## src/rtl/uartcon_hexfmt_if.sv

```systemverilog
// Handshake bundle between the hex formatter, its word source and the debug UART transmitter.
// The master side drives words and load pulses; the formatter sits on the slave side.
interface uartcon_hexfmt_if #(
  parameter int unsigned NIBBLES = 8
);
  logic                   in_valid;
  logic                   in_ready;
  logic [4*NIBBLES-1:0]   in_data;
  logic                   busy;
  logic                   tx_valid;
  logic                   tx_load;
  logic [7:0]             tx_data;

  modport master (
    output in_valid,
    output in_data,
    output tx_load,
    input  in_ready,
    input  busy,
    input  tx_valid,
    input  tx_data
  );

  modport slave (
    input  in_valid,
    input  in_data,
    input  tx_load,
    output in_ready,
    output busy,
    output tx_valid,
    output tx_data
  );
endinterface

```

## src/rtl/uartcon_hexfmt.sv

```systemverilog
// Converts a debug word to ASCII hex characters (MS nibble first, optional CR LF) and presents
// them one at a time to the debug UART transmitter on a level-valid / load-pulse interface.
module uartcon_hexfmt #(
  parameter int unsigned NIBBLES   = 8,
  parameter bit          ADD_CRLF  = 1'b1,
  parameter bit          UPPERCASE = 1'b1
) (
  input logic            clk,
  input logic            rst,
  uartcon_hexfmt_if.slave bus
);

  localparam int unsigned        DataW  = 4 * NIBBLES;
  localparam int unsigned        CntW   = (NIBBLES > 1) ? $clog2(NIBBLES) : 1;
  localparam logic [CntW-1:0]    CntTop = CntW'(NIBBLES - 1);

  typedef enum logic [1:0] {StIdle, StHex, StCr, StLf} state_e;

  state_e            state_q, state_d;
  logic [CntW-1:0]   cnt_q, cnt_d, cnt_dec;
  logic [DataW-1:0]  word_q, word_d;
  logic              in_ready_q, in_ready_d;
  logic              busy_q, busy_d;
  logic              tx_valid_q, tx_valid_d;
  logic [7:0]        tx_data_q, tx_data_d;
  logic              finish;

  function automatic logic [7:0] hex_char(input logic [3:0] nib);
    if (nib < 4'd10) begin
      return 8'h30 + {4'h0, nib};
    end
    return (UPPERCASE ? 8'h41 : 8'h61) + {4'h0, nib} - 8'd10;
  endfunction

  function automatic logic [3:0] nibble_at(input logic [DataW-1:0] word, input logic [CntW-1:0] idx);
    logic [DataW-1:0] shifted;
    shifted = word >> {idx, 2'b00};
    return shifted[3:0];
  endfunction

  assign cnt_dec = cnt_q - 1'b1;

  always_comb begin
    state_d    = state_q;
    cnt_d      = cnt_q;
    word_d     = word_q;
    in_ready_d = in_ready_q;
    busy_d     = busy_q;
    tx_valid_d = tx_valid_q;
    tx_data_d  = tx_data_q;
    finish     = 1'b0;

    case (state_q)
      StIdle: begin
        // Raising in_ready here gives the one-cycle ready delay after reset release.
        in_ready_d = 1'b1;
        if (bus.in_valid && in_ready_q) begin
          word_d     = bus.in_data;
          cnt_d      = CntTop;
          state_d    = StHex;
          in_ready_d = 1'b0;
          busy_d     = 1'b1;
          tx_valid_d = 1'b1;
          tx_data_d  = hex_char(nibble_at(bus.in_data, CntTop));
        end
      end
      StHex: begin
        if (bus.tx_load) begin
          if (cnt_q != '0) begin
            cnt_d     = cnt_dec;
            tx_data_d = hex_char(nibble_at(word_q, cnt_dec));
          end else if (ADD_CRLF) begin
            state_d   = StCr;
            tx_data_d = 8'h0D;
          end else begin
            finish = 1'b1;
          end
        end
      end
      StCr: begin
        if (bus.tx_load) begin
          state_d   = StLf;
          tx_data_d = 8'h0A;
        end
      end
      StLf: begin
        if (bus.tx_load) begin
          finish = 1'b1;
        end
      end
      default: state_d = StIdle;
    endcase

    // tx_data deliberately keeps the last character after the line completes.
    if (finish) begin
      state_d    = StIdle;
      tx_valid_d = 1'b0;
      busy_d     = 1'b0;
      in_ready_d = 1'b1;
    end
  end

  always_ff @(posedge clk or posedge rst) begin
    if (rst) begin
      state_q    <= StIdle;
      cnt_q      <= '0;
      word_q     <= '0;
      in_ready_q <= 1'b0;
      busy_q     <= 1'b0;
      tx_valid_q <= 1'b0;
      tx_data_q  <= 8'h00;
    end else begin
      state_q    <= state_d;
      cnt_q      <= cnt_d;
      word_q     <= word_d;
      in_ready_q <= in_ready_d;
      busy_q     <= busy_d;
      tx_valid_q <= tx_valid_d;
      tx_data_q  <= tx_data_d;
    end
  end

  assign bus.in_ready = in_ready_q;
  assign bus.busy     = busy_q;
  assign bus.tx_valid = tx_valid_q;
  assign bus.tx_data  = tx_data_q;

endmodule

```

## src/flat_wrapper.sv

```systemverilog
// flat-port wrapper written by rule: the top's interface ports become plain ports
module uartcon_hexfmt_flat 
#(
  parameter int unsigned NIBBLES   = 8,
  parameter bit          ADD_CRLF  = 1'b1,
  parameter bit          UPPERCASE = 1'b1
)
  (clk, rst, bus_in_valid, bus_in_data, bus_tx_load, bus_in_ready, bus_busy, bus_tx_valid, bus_tx_data);
  uartcon_hexfmt_if #(.NIBBLES(NIBBLES)) bus_i ();
  input logic clk;
  input logic rst;
  input wire logic [$bits(bus_i.in_valid)-1:0] bus_in_valid;
  input wire logic [$bits(bus_i.in_data)-1:0] bus_in_data;
  input wire logic [$bits(bus_i.tx_load)-1:0] bus_tx_load;
  output wire logic [$bits(bus_i.in_ready)-1:0] bus_in_ready;
  output wire logic [$bits(bus_i.busy)-1:0] bus_busy;
  output wire logic [$bits(bus_i.tx_valid)-1:0] bus_tx_valid;
  output wire logic [$bits(bus_i.tx_data)-1:0] bus_tx_data;
  assign bus_i.in_valid = bus_in_valid;
  assign bus_i.in_data = bus_in_data;
  assign bus_i.tx_load = bus_tx_load;
  assign bus_in_ready = bus_i.in_ready;
  assign bus_busy = bus_i.busy;
  assign bus_tx_valid = bus_i.tx_valid;
  assign bus_tx_data = bus_i.tx_data;
  uartcon_hexfmt #(.NIBBLES(NIBBLES), .ADD_CRLF(ADD_CRLF), .UPPERCASE(UPPERCASE)) u_core (.clk(clk), .rst(rst), .bus(bus_i));
endmodule
```

## config.mk

```make
export PLATFORM = sky130hd
export DESIGN_NAME = uartcon_hexfmt_flat
export DESIGN_NICKNAME = d
export VERILOG_FILES = /design/src/rtl/uartcon_hexfmt_if.sv /design/src/rtl/uartcon_hexfmt.sv /design/src/flat_wrapper.sv
export SDC_FILE = /design/constraint.sdc
export NUM_CORES = 1
export LEC_CHECK = 0
export ABC_CLOCK_PERIOD_IN_PS = 7200
export CAP_MARGIN = 40
export CORE_MARGIN = 4
export CORE_UTILIZATION = 55
export CTS_CLUSTER_DIAMETER = 60
export DETAILED_ROUTE_END_ITERATION = 6
export PLACE_DENSITY_LB_ADDON = 0.1
export SLEW_MARGIN = 40
export SYNTH_ARGS = -nofsm -noshare
export SYNTH_HDL_FRONTEND = slang
export SYNTH_SLANG_ARGS = --single-unit
```

## constraint.sdc

```tcl
create_clock -name clk -period 7.2 [get_ports clk]
set_input_delay 2.16 -clock clk [delete_from_list [all_inputs] [get_ports clk]]
set_output_delay 2.16 -clock clk [all_outputs]
set_load 0.005 [all_outputs]
```

==> Yosys cells after proc, flatten, opt, wreduce, memory -nomap -nowiden <==
Index checks and enable logic that the tools add are counted.
{ "word_totals": {"regBits": 47, "latch_bits": 0, "mem_bits_rw": 0, "romBits": 0, "out_inout_bits": 11, "word_cells": 74, "memories": 0} }
{ "op_classes": {"addsub": 7, "n_mul": 0, "div": 0, "magnitude_cmp": 2, "eq_ne": 11, "shifts": 1, "n_mux": 34, "n_bitwise": 0, "n_reduce_logical": 13} }
{ "ops": {"columns": ["op", "n"], "rows": [
  ["2-to-1 mux 8 bit", 8],
  [">> shifter 32 x 5 -> 4 bit", 1],
  ["one-hot mux 8 bit (3 select lines)", 1],
  ["adder 7 x 4 -> 8 bit, first input constant", 2],
  ["subtractor 8 x 4 -> 8 bit, second input constant", 2],
  ["2-to-1 mux 1 bit", 15],
  ["adder 6 x 4 -> 7 bit, first input constant", 2],
  ["2-to-1 mux 2 bit", 5],
  ["2-to-1 mux 3 bit", 3],
  ["inequality test 3 x 2 -> 1 bit, second input constant", 3],
  ["< comparator 4 bit, second input constant", 2],
  ["AND reduction 4 bit", 2],
  ["one-hot mux 2 bit (3 select lines)", 1],
  ["one-hot mux 3 bit (2 select lines)", 1],
  ["nonzero test 2 bit", 3],
  ["nonzero test 3 bit", 2],
  ["AND reduction 5 bit", 1],
  ["equality test 2 bit, second input constant", 2],
  ["inequality test 2 x 1 -> 1 bit, second input constant", 2],
  ["inequality test 2 bit, second input constant", 2],
  ["AND reduction 2 bit", 2],
  ["nonzero test 4 bit", 1],
  ["inequality test 3 x 1 -> 1 bit, second input constant", 1],
  ["subtractor 3 x 1 -> 3 bit, second input constant", 1],
  ["other kinds (3)", 3]
]} }

==> Longest topological paths before layout <==
Gate-level depths: netlist (run 1).
{ "logic_depth": {"ltp_word": 11, "mapped_depth": 12, "depth_no_buf": 9} }

==> Worst setup path after synthesis (run 1) <==
OpenSTA, ideal clock, no wires.
{ "synth_timing": {"kind": "input port to flip-flop", "from": "input bus_in_valid", "to": "register u_core.tx_data_q[2], in the netlist u_core.bus.tx_data[2]", "setup_ps": 136, "t_arrival_ps": 3166, "required_ps": 7064, "path_slack_ps": 3898, "cell_stages": 6, "n_path_buf": 1, "path_cell_list": "a21boi_0 -> nor3_1 -> clkbuf_1 -> o21ai_0 -> o22ai_1 -> a31oi_1"} }
{ "synth_via": {"elab_chain_cells": 3} }
{ "synth_rtl": {"columns": ["item", "line", "text"], "rows": [
  ["start: declaration", "flat_wrapper.sv:12", "input wire logic [$bits(bus_i.in_valid)-1:0] bus_in_valid;"],
  ["logical AND 1 bit", "uartcon_hexfmt.sv:57", "if (bus.in_valid && in_ready_q) begin"],
  ["inequality test 2 x 1 -> 1 bit (no line)", null, null],
  ["AND reduction 4 bit (no line)", null, null],
  ["end signal: assignment", "uartcon_hexfmt.sv:119", "tx_data_q <= tx_data_d;"],
  ["end: declaration", "uartcon_hexfmt.sv:25", "logic [7:0] tx_data_q, tx_data_d;"]
]} }
Every way passes these cells.
A chain may end at the register's enable or synchronous reset.

==> Worst setup path after layout (run 1) <==
{ "layout_timing": {"from": "input bus_in_valid", "to": "register u_core.tx_data_q[0], in the netlist u_core.bus.tx_data[0]"} }
The elaborated chain is that of the path after synthesis.

==> impl_metrics.py, run 1 <==
metrics = {
    "grt": {
        "grt_pass1_wl_um": 9825,
        "globalRouteTotalUtil": 0.2045,
        "grt_overflow": 0,
        "grt_max_degree": 47,
        "antenna_found_initial": 0,
        "grt_pass1_vias": 2006,
    },
    "cells_and_area": {
        "final_cells": 353,
        "drive_above_1_share": 0.2098,
        "antennaDiodeCount": 0,
        "seq_area_um2": 1151,
        "multi_input_area_um2": 1435,
        "nets": 331,
        "fill_cells": 378,
        "final_cell_area_um2": 3294,
        "final_core_util": 0.6975,
        "syn_to_final_growth_pct": 22.64,
    },
    "job": {
        "maxCapViolCount": 0,
    },
    "sta": {
        "period_needed_ns": 3.797,
        "slew_headroom": 0.4460,
        "clock_skew_ns": 0.004710,
        "rsz0062_at_grt": "no",
        "setup_viol": 0,
        "slew_viol_final": 0,
        "hold_violations": 0,
        "finalCritPeriodShare": 0.5274,
        "timing.fmax_mhz": 263.4,
        "final.setup.tns_ns": 0,
        "worst_pin_slew_ns": 0.8260,
        "fin_hold_ws_ns": 0.5027,
    },
    "yosys": {
        "synth-async-reset-ratio": 1.000,
        "syn_nets": 290,
        "synth_flop_cell": "dfrtp_1",
        "yosys.area.top_type": "dfrtp_1",
        "synth_warnings": 0,
        "syn_inst": 244,
        "synth_cell_types": 45,
        "syn_area_um2": 2686,
        "synth_edf_count": 0,
        "yosys-top-cells-area": "dfrtp_1, mux2_2, ha_1",
        "ys_ff_latch": 46,
        "yosysSeqAreaShare": 0.4285,
        "avgSynthCellArea_um2": 11.01,
        "synth.top_cell.area_share": 0.4285,
    },
    "floorplanning": {
        "die-area_um2": 6066,
        "die_w_um": 77.89,
        "io_pins": 47,
        "initial_core_util": 0.5687,
        "coreArea_um2": 4723,
        "rows": 25,
        "die_h_um": 77.89,
    },
    "clock_network": {
        "clock-sinks": 46,
        "cts_tree": "yes",
        "cts_resized": 0,
        "cts_htree_levels": 2,
        "path_clk_slew_ns": 0.09,
        "max-clock-path-buffers": 2,
        "clock_latency_ns": 0.30,
        "cts_hold_buf": 0,
        "numCtsBuffers": 5,
        "postCtsSetupBuffers": 0,
        "cts_root_buffer": "clkbuf_8",
    },
    "place": {
        "port_buffers": 45,
        "gp_congestion": 0.8787,
        "post-dp-hpwl_um": 4076,
        "place_area_um2": 3181,
        "dp_cells": 345,
    },
    "worst_setup_path": {
        "path_cells": "clkdlybuf4s50_1 -> a21boi_0 -> nor3_2 -> o2111ai_1 -> nor4_1 -> nor3_1",
        "worstPathMaxFanout": 12,
        "startpoint_type": "input pin",
        "crit_arrival_ns": 3.98,
        "worstPathRequired_ns": 7.39,
        "cpPeakStageDelay_ns": 0.62,
        "end_kind": "register",
        "criticalPathCategory": "in -> reg",
        "crit_slowest_cell": "nor3_2",
    },
    "detailed_routing": {
        "ant_nets": 0,
        "firstDrtPassIters": 4,
        "viasPerCell": 5.657,
        "wire_per_inst_um": 15.82,
        "first_iter_violations": 70,
        "drc": 0,
        "num_vias": 1997,
        "wl_um": 5583,
    },
    "hold_path": {
        "worstHoldPathType": "reg -> reg",
    },
    "pwr": {
        "ir_drop_mv": 0.2381,
        "power_density_nw_per_um2": 476.3,
        "leakage_nw": 1.374,
    },
    "outcome": {
        "status": "finished clean",
    },
}
-- report_power, final --
group	switching (W)	total (W)	internal, W
combinational	0.000440	0.000891	0.000451
sequential	0.0000935	0.000482	0.000389
clock	0.0000920	0.000195	0.000103
total	0.000626	0.00157	0.000943
-- sequential cells by signal (all words and copies together) (netlist names) --
| signal | cells |
|---|---|
| u_core.state_q | 2 |
| u_core.cnt_q | 3 |
| u_core.bus.tx_data | 7 |
| u_core.bus.in_ready | 1 |
| u_core.word_q | 32 |
| u_core.bus.busy | 1 |
-- cell usage in the layout, fill, tap and decap left out, types with 3 or more instances in the layout --
master,instances
a211oi_1,8
a21oi_1,14
a31oi_1,3
clkbuf_8,5
clkdlybuf4s50_1,45
dfrtp_1,46
ha_1,9
inv_1,10
mux2_2,35
mux2i_1,11
mux4_2,5
nand2_1,11
nand3_1,3
nor2_1,14
nor2b_1,4
nor3_1,6
o21ai_0,15
-- path summary, 6_finish.rpt --
path / start / end / cells after the start / slack (ns)
min in group asynchronous: rst / u_core.word_q[4]$_DFFE_PP0P_ / 3 / 2.31
setup reg to reg: u_core.cnt_q[0]$_DFFE_PP0P_ / u_core.bus.tx_data[2]$_DFFE_PP0P_ / 9 / 4.05
max in group asynchronous: rst / u_core.word_q[10]$_DFFE_PP0P_ / 3 / 4.49
hold reg to reg: u_core.word_q[28]$_DFFE_PP0P_ / u_core.word_q[28]$_DFFE_PP0P_ / 2 / 0.50
setup / recovery: bus_in_valid / u_core.bus.tx_data[0]$_DFFE_PP0P_ / 6 / 3.40
hold / removal: u_core.word_q[28]$_DFFE_PP0P_ / u_core.word_q[28]$_DFFE_PP0P_ / 2 / 0.50
-- synth_stat cells (2+ instances only) --
| cell | count |
|---|---|
| nand2_1 | 11 |
| a31o_2 | 2 |
| a31oi_1 | 3 |
| nor2b_1 | 4 |
| mux2i_1 | 11 |
| a211oi_1 | 8 |
| ha_1 | 10 |
| o21a_1 | 2 |
| mux2_2 | 35 |
| a21oi_1 | 14 |
| inv_1 | 11 |
| o31ai_1 | 2 |
| xnor2_1 | 2 |
| o21ai_0 | 15 |
| dfrtp_1 | 46 |
| a22o_1 | 2 |
| a21boi_0 | 2 |
| nand3_1 | 3 |
| nor3_1 | 7 |
| buf_4 | 3 |
| nor2_1 | 14 |
| clkbuf_1 | 8 |
| mux4_2 | 5 |
| buf_2 | 2 |
| nand2b_1 | 2 |
-- cells by family after synthesis --
group / share of synthesized area
multiplexers: 0.2352
other: 0.001396
AO/OA/AOI/OAI: 0.1477
buffers and inverters: 0.04005
XOR/XNOR: 0.01677
AND/OR/NAND/NOR: 0.08384
flip-flops: 0.4285
adder cells (fa/ha/maj): 0.04658
-- worst max-delay path: cells and delay by family --
kind                   cells  cell delay, ns
buffers and inverters      1            0.48
AND/OR/NAND/NOR            3            0.95
AO/OA/AOI/OAI              2            0.40
-- layout make-up --
cell class / instances / area share
sequential: 46 / 0.3494
clock inverter: 3 / 0.01367
tap: 67 / 0.02545
clock buffer: 5 / 0.02089
timing repair buffer: 47 / 0.1413
multi-input combinational: 173 / 0.4356
inverter: 12 / 0.01367
-- per-stage QoR --
stage	setup slack [ns]	power, W
6_report	3.403	0.001569
5_1_grt	3.172	0.001706
4_1_cts	3.420	0.001577
3_5_place_dp	3.111	0.001375
3_3_place_gp	2.839	0.001346
2_1_floorplan	3.898	0.001150
-- routing by layer --
metal  GRT usage  vias to the layer above  part of all wire
met2      0.3365                       39              0.49
met4     0.06940                        0             0.013
met5           0                        -                 0
li1            -                      973                 -
met3     0.04292                        8             0.037
met1      0.2678                      977              0.46
No activity file was read; power rests on OpenSTA's default activity.
==> run 2, diff against run 1 <==
--- a/config.mk
+++ b/config.mk
@@ -5,10 +5,10 @@
 export SDC_FILE = /design/constraint.sdc
 export NUM_CORES = 1
 export LEC_CHECK = 0
-export ABC_CLOCK_PERIOD_IN_PS = 7200
+export ABC_CLOCK_PERIOD_IN_PS = 3900
 export CAP_MARGIN = 40
 export CORE_MARGIN = 4
-export CORE_UTILIZATION = 55
+export CORE_UTILIZATION = 53
 export CTS_CLUSTER_DIAMETER = 60
 export DETAILED_ROUTE_END_ITERATION = 6
 export PLACE_DENSITY_LB_ADDON = 0.1
==> constraint.sdc (replaced) <==
create_clock -name clk -period 3.9 [get_ports clk]
set_input_delay 1.17 -clock clk [delete_from_list [all_inputs] [get_ports clk]]
set_output_delay 1.17 -clock clk [all_outputs]
set_load 0.005 [all_outputs]
==> run 2 against run 1 <==
  * Via count fell by 0.40%
  * Hold slack got worse by 0.0073 ns
  * Routed wire length fell by 1.4%
  * Register-to-register slack got worse by 2.9 ns
  * Global-route usage fell by 1.3 points
  * Largest power group unchanged
  * Highest routed layer unchanged
==> impl_metrics.py, run 2 (synthesis results as in run 1) <==
metrics = {
    "outcome": {
        "status": "finished clean",
    },
    "sta": {
        "clock_skew_ns": 0.004945,
        "slew_viol_final": 0,
        "setup_viol": 0,
        "slew_headroom": 0.5468,
        "rsz0062_at_grt": "no",
        "period_needed_ns": 2.770,
        "finalCritPeriodShare": 0.7104,
        "timing.fmax_mhz": 360.9,
        "hold_violations": 0,
        "worst_pin_slew_ns": 0.6757,
        "final.setup.tns_ns": 0,
    },
    "clock_network": {
        "cts_tree": "yes",
        "cts_resized": 0,
        "path_clk_slew_ns": 0.08,
        "postCtsSetupBuffers": 0,
        "cts_hold_buf": 0,
        "cts_root_buffer": "clkbuf_8",
        "cts_htree_levels": 2,
        "max-clock-path-buffers": 2,
        "clock_latency_ns": 0.29,
        "numCtsBuffers": 5,
        "clock-sinks": 46,
    },
    "cells_and_area": {
        "regMostFlops": "u_core.word_q",
        "layout_commonest_cell": "dfrtp_1",
        "nets": 333,
        "final_cell_mix": "dfrtp_1, clkdlybuf4s50_1, mux2_2, o21ai_0",
        "largest_reg_flops": 32,
        "drive_above_1_share": 0.2014,
        "antennaDiodeCount": 0,
        "syn_to_final_growth_pct": 22.64,
    },
    "floorplanning": {
        "rows": 25,
        "initial_core_util": 0.5577,
        "die-area_um2": 6272,
        "die_h_um": 79.20,
        "coreArea_um2": 4817,
        "io_pins": 47,
        "die_w_um": 79.20,
    },
    "detailed_routing": {
        "firstDrtPassIters": 6,
        "wire_per_inst_um": 15.50,
        "ant_nets": 0,
        "viasPerCell": 5.603,
        "drc": 0,
        "num_vias": 1989,
        "first_iter_violations": 111,
        "wl_um": 5503,
    },
    "grt": {
        "grt_pass1_vias": 2024,
        "globalRouteTotalUtil": 0.1914,
        "grtUsageMet3": 0.03968,
        "met1_usage": 0.2625,
        "met2_usage": 0.3039,
        "grt_max_degree": 47,
        "grt_pass1_wl_um": 9535,
        "antenna_found_initial": 0,
        "top_usage_layer": "met2",
        "grt_overflow": 0,
    },
    "hold_path": {
        "worstHoldPathType": "reg -> reg",
    },
    "worst_setup_path": {
        "crit_slowest_cell": "mux4_2",
        "end_kind": "register",
        "crit_arrival_ns": 2.99,
        "cpPeakStageDelay_ns": 0.53,
        "crit_top_cell": "a31oi_1",
        "path_cells": "inv_2 -> ha_1 -> buf_4 -> mux2_2 -> mux4_2 -> a21oi_1 -> a31oi_1 -> a31oi_1",
        "path_delay_family": "multiplexers",
        "worstPathRequired_ns": 4.12,
        "worst-r2r-setup-slack_ns": 1.13,
        "criticalPathCategory": "reg -> reg",
        "critical_path_buf_inv_count": 2,
        "worstPathMaxFanout": 23,
        "startpoint_type": "register",
    },
    "pwr": {
        "leakage_nw": 1.387,
        "power_density_nw_per_um2": 873.1,
        "ir_drop_mv": 0.4953,
        "power_w": 0.002876,
    },
    "place": {
        "port_buffers": 45,
        "post-dp-hpwl_um": 4085,
        "gp_congestion": 0.8469,
    },
    "job": {
        "maxCapViolCount": 0,
    },
}
[run 2: power by group]
| group | internal, W | leakage [nW] | total (W) | switching [W] |
|---|---|---|---|---|
| Clock | 0.000192 | 0.0524 | 0.000341 | 0.000149 |
| Sequential | 0.000719 | 0.540 | 0.000890 | 0.000172 |
| Combinational | 0.000841 | 0.794 | 0.00165 | 0.000804 |
[run 2: final timing paths]
kind / start / end / cells past startpoint
max in group asynchronous: rst / u_core.word_q[7]$_DFFE_PP0P_ / 3
min in group asynchronous: rst / u_core.bus.in_ready$_DFFE_PP0P_ / 3
min: u_core.word_q[28]$_DFFE_PP0P_ / u_core.word_q[28]$_DFFE_PP0P_ / 2
max: u_core.cnt_q[0]$_DFFE_PP0P_ / u_core.bus.tx_data[2]$_DFFE_PP0P_ / 8
max reg2reg: u_core.cnt_q[0]$_DFFE_PP0P_ / u_core.bus.tx_data[2]$_DFFE_PP0P_ / 8
min reg2reg: u_core.word_q[28]$_DFFE_PP0P_ / u_core.word_q[28]$_DFFE_PP0P_ / 2
[run 2: cell type report]
| class | count | area [um2] |
|---|---|---|
| Clock inverter | 1 | 30.03 |
| Clock buffer | 7 | 76.32 |
| Fill cell | 401 | 1523 |
| Inverter | 12 | 45.04 |
| Multi-Input combinational cell | 173 | 1428 |
| Tap cell | 67 | 83.83 |
| Sequential cell | 46 | 1151 |
| Timing Repair Buffer | 49 | 480.5 |
[run 2: routing by layer]
metal | wire, um | vias up
met2 | 2614 | 48
met5 | 0 | -
met4 | 65 | 0
met1 | 2592 | 950
li1 | - | 985
met3 | 230 | 6
[run 2: metrics by stage]
step | util | hold WS [ns] | instances | instance area, um2 | worst slack, ns
CTS | 0.6839 | 0.4946 | 355 | 3294 | 1.126
floorplan | - | 0.4453 | 244 | 2686 | 1.263
global placement | 0.6618 | 0.4636 | 347 | 3188 | 1.064
finish | 0.6839 | 0.4955 | 355 | 3294 | 1.130
detailed placement | 0.6618 | 0.4756 | 347 | 3188 | 1.046
global route | 0.6839 | 0.5232 | 355 | 3294 | 0.8950
[run 2: worst register-to-register path, cell delays in order (launching register included)]
cell and delay, ns:
dfrtp_1 0.52, inv_2 0.18, ha_1 0.37, buf_4 0.31, mux2_2 0.39, mux4_2 0.53, a21oi_1 0.18, a31oi_1 0.05
a31oi_1 0.16
==> run 3, diff against run 2 <==
--- a/config.mk
+++ b/config.mk
@@ -5,7 +5,7 @@
 export SDC_FILE = /design/constraint.sdc
 export NUM_CORES = 1
 export LEC_CHECK = 0
-export ABC_CLOCK_PERIOD_IN_PS = 3900
+export ABC_CLOCK_PERIOD_IN_PS = 2800
 export CAP_MARGIN = 40
 export CORE_MARGIN = 4
 export CORE_UTILIZATION = 53
==> constraint.sdc (replaced) <==
create_clock -name clk -period 2.8 [get_ports clk]
set_input_delay 0.84 -clock clk [delete_from_list [all_inputs] [get_ports clk]]
set_output_delay 0.84 -clock clk [all_outputs]
set_load 0.005 [all_outputs]
==> run 3 against run 2 <==
  * Combinational power grew 45%
  * Die area is the same
  * Highest routed layer unchanged
  * Critical path type unchanged
  * Utilization grew 1.0 points
==> impl_metrics.py, run 3 (synthesis results as in run 1) <==
metrics = {
    "cells_and_area": {
        "final_cell_mix": "dfrtp_1, clkdlybuf4s50_1, mux2_2, o21ai_0",
        "nets": 338,
        "syn_to_final_growth_pct": 24.45,
        "drive_above_1_share": 0.2218,
        "regMostFlops": "u_core.word_q",
        "final_cells": 360,
        "antennaDiodeCount": 0,
        "layout_commonest_cell": "dfrtp_1",
        "fill_cells": 392,
        "largest_reg_flops": 32,
        "final_cell_area_um2": 3343,
    },
    "floorplanning": {
        "initial_core_util": 0.5577,
        "coreArea_um2": 4817,
        "io_pins": 47,
        "die-area_um2": 6272,
        "rows": 25,
        "die_w_um": 79.20,
        "die_h_um": 79.20,
    },
    "worst_setup_path": {
        "end_kind": "register",
        "cpPeakStageDelay_ns": 0.42,
        "crit_arrival_ns": 2.63,
        "worstPathRequired_ns": 3.01,
        "criticalPathCategory": "reg -> reg",
        "crit_top_cell": "ha_1",
        "path_delay_family": "adder cells",
        "startpoint_type": "register",
        "path_cells": "inv_2 -> buf_4 -> ha_1 -> xor2_4 -> mux2_2 -> inv_1 -> ha_1 -> o21ai_0 -> a211oi_1",
        "worstPathMaxFanout": 9,
        "critical_path_buf_inv_count": 3,
        "crit_slowest_cell": "mux2_2",
    },
    "sta": {
        "worst_slack_ns": 0.3763,
        "worst_pin_slew_ns": 0.5866,
        "fin_hold_ws_ns": 0.5086,
        "slew_viol_final": 0,
        "final.setup.tns_ns": 0,
        "finalCritPeriodShare": 0.8656,
        "hold_violations": 0,
        "setup_viol": 0,
        "clock_skew_ns": 0.007301,
        "period_needed_ns": 2.424,
        "timing.fmax_mhz": 412.6,
        "rsz0062_at_grt": "no",
        "slew_headroom": 0.6089,
    },
    "job": {
        "maxCapViolCount": 0,
    },
    "detailed_routing": {
        "wl_um": 5579,
        "firstDrtPassIters": 4,
        "ant_nets": 0,
        "viasPerCell": 5.611,
        "num_vias": 2020,
        "first_iter_violations": 154,
        "drc": 0,
        "wire_per_inst_um": 15.50,
    },
    "clock_network": {
        "cts_hold_buf": 0,
        "cts_root_buffer": "clkbuf_8",
        "cts_tree": "yes",
        "cts_htree_levels": 2,
        "postCtsSetupBuffers": 0,
        "numCtsBuffers": 5,
        "clock-sinks": 46,
        "clock_latency_ns": 0.30,
        "path_clk_slew_ns": 0.08,
        "cts_resized": 0,
        "max-clock-path-buffers": 2,
    },
    "grt": {
        "grt_max_degree": 47,
        "grt_overflow": 0,
        "globalRouteTotalUtil": 0.1883,
        "antenna_found_initial": 0,
        "grt_pass1_wl_um": 9259,
        "grt_pass1_vias": 1940,
    },
    "place": {
        "gp_congestion": 0.9031,
        "post-dp-hpwl_um": 4163,
        "place_area_um2": 3238,
        "pre_cts_ws_ns": 0.2928,
        "port_buffers": 45,
        "dp_cells": 352,
    },
    "outcome": {
        "status": "finished clean",
    },
    "pwr": {
        "leakage_nw": 1.419,
        "ir_drop_mv": 0.6330,
        "power_density_nw_per_um2": 1213,
    },
    "hold_path": {
        "worstHoldPathType": "reg -> reg",
    },
}
==> run 3: cell type report <==
class | instances | area [um2] | area share
repair buffers | 54 | 530.5 | 0.1587
flip-flops and latches | 46 | 1151 | 0.3443
multi-input cells | 173 | 1428 | 0.4270
well taps | 67 | 83.83 | 0.02507
clock buffers | 7 | 96.34 | 0.02882
clock inverters | 1 | 8.758 | 0.002620
inverters | 12 | 45.04 | 0.01347
==> run 3: final timing paths <==
check | start | endpoint | slack, ns | cells after the start
setup / recovery | u_core.cnt_q[0]$_DFFE_PP0P_ | u_core.bus.tx_data[4]$_DFFE_PP0P_ | 0.38 | 9
hold / removal | u_core.word_q[27]$_DFFE_PP0P_ | u_core.word_q[27]$_DFFE_PP0P_ | 0.51 | 1
setup reg to reg | u_core.cnt_q[0]$_DFFE_PP0P_ | u_core.bus.tx_data[4]$_DFFE_PP0P_ | 0.38 | 9
hold reg to reg | u_core.word_q[27]$_DFFE_PP0P_ | u_core.word_q[27]$_DFFE_PP0P_ | 0.51 | 1
max in group asynchronous | rst | u_core.bus.tx_data[3]$_DFFE_PP0P_ | 1.40 | 3
min in group asynchronous | rst | u_core.bus.in_ready$_DFFE_PP0P_ | 0.99 | 3
==> run 3: per-stage QoR <==
step,util,power [W]
global route,0.6940,0.004404
CTS,0.6940,0.004095
finish,0.6940,0.004055
detailed placement,0.6722,0.003626
global placement,0.6722,0.003562
floorplan,-,0.002958
==> run 3: worst reg2reg max path, stage by stage, from the launching register on <==
cell      delay [ns]
dfrtp_1         0.39
inv_2           0.06
buf_4           0.17
ha_1            0.33
xor2_4          0.34
mux2_2          0.42
inv_1           0.08
ha_1            0.19
o21ai_0         0.13
a211oi_1        0.23
==> run 3: layer usage <==
layer	vias up	track usage	share of wire
met5	-	0	0
met4	0	0.05670	0.011
met3	6	0.03741	0.043
met2	48	0.2980	0.48
met1	981	0.2620	0.46
li1	985	-	-
==> run 3: report_power, final <==
part / switching [W] / internal [W]
Clock: 0.000222 / 0.000226
Combinational: 0.00117 / 0.00122
Sequential: 0.000217 / 0.00100
Total: 0.00161 / 0.00245
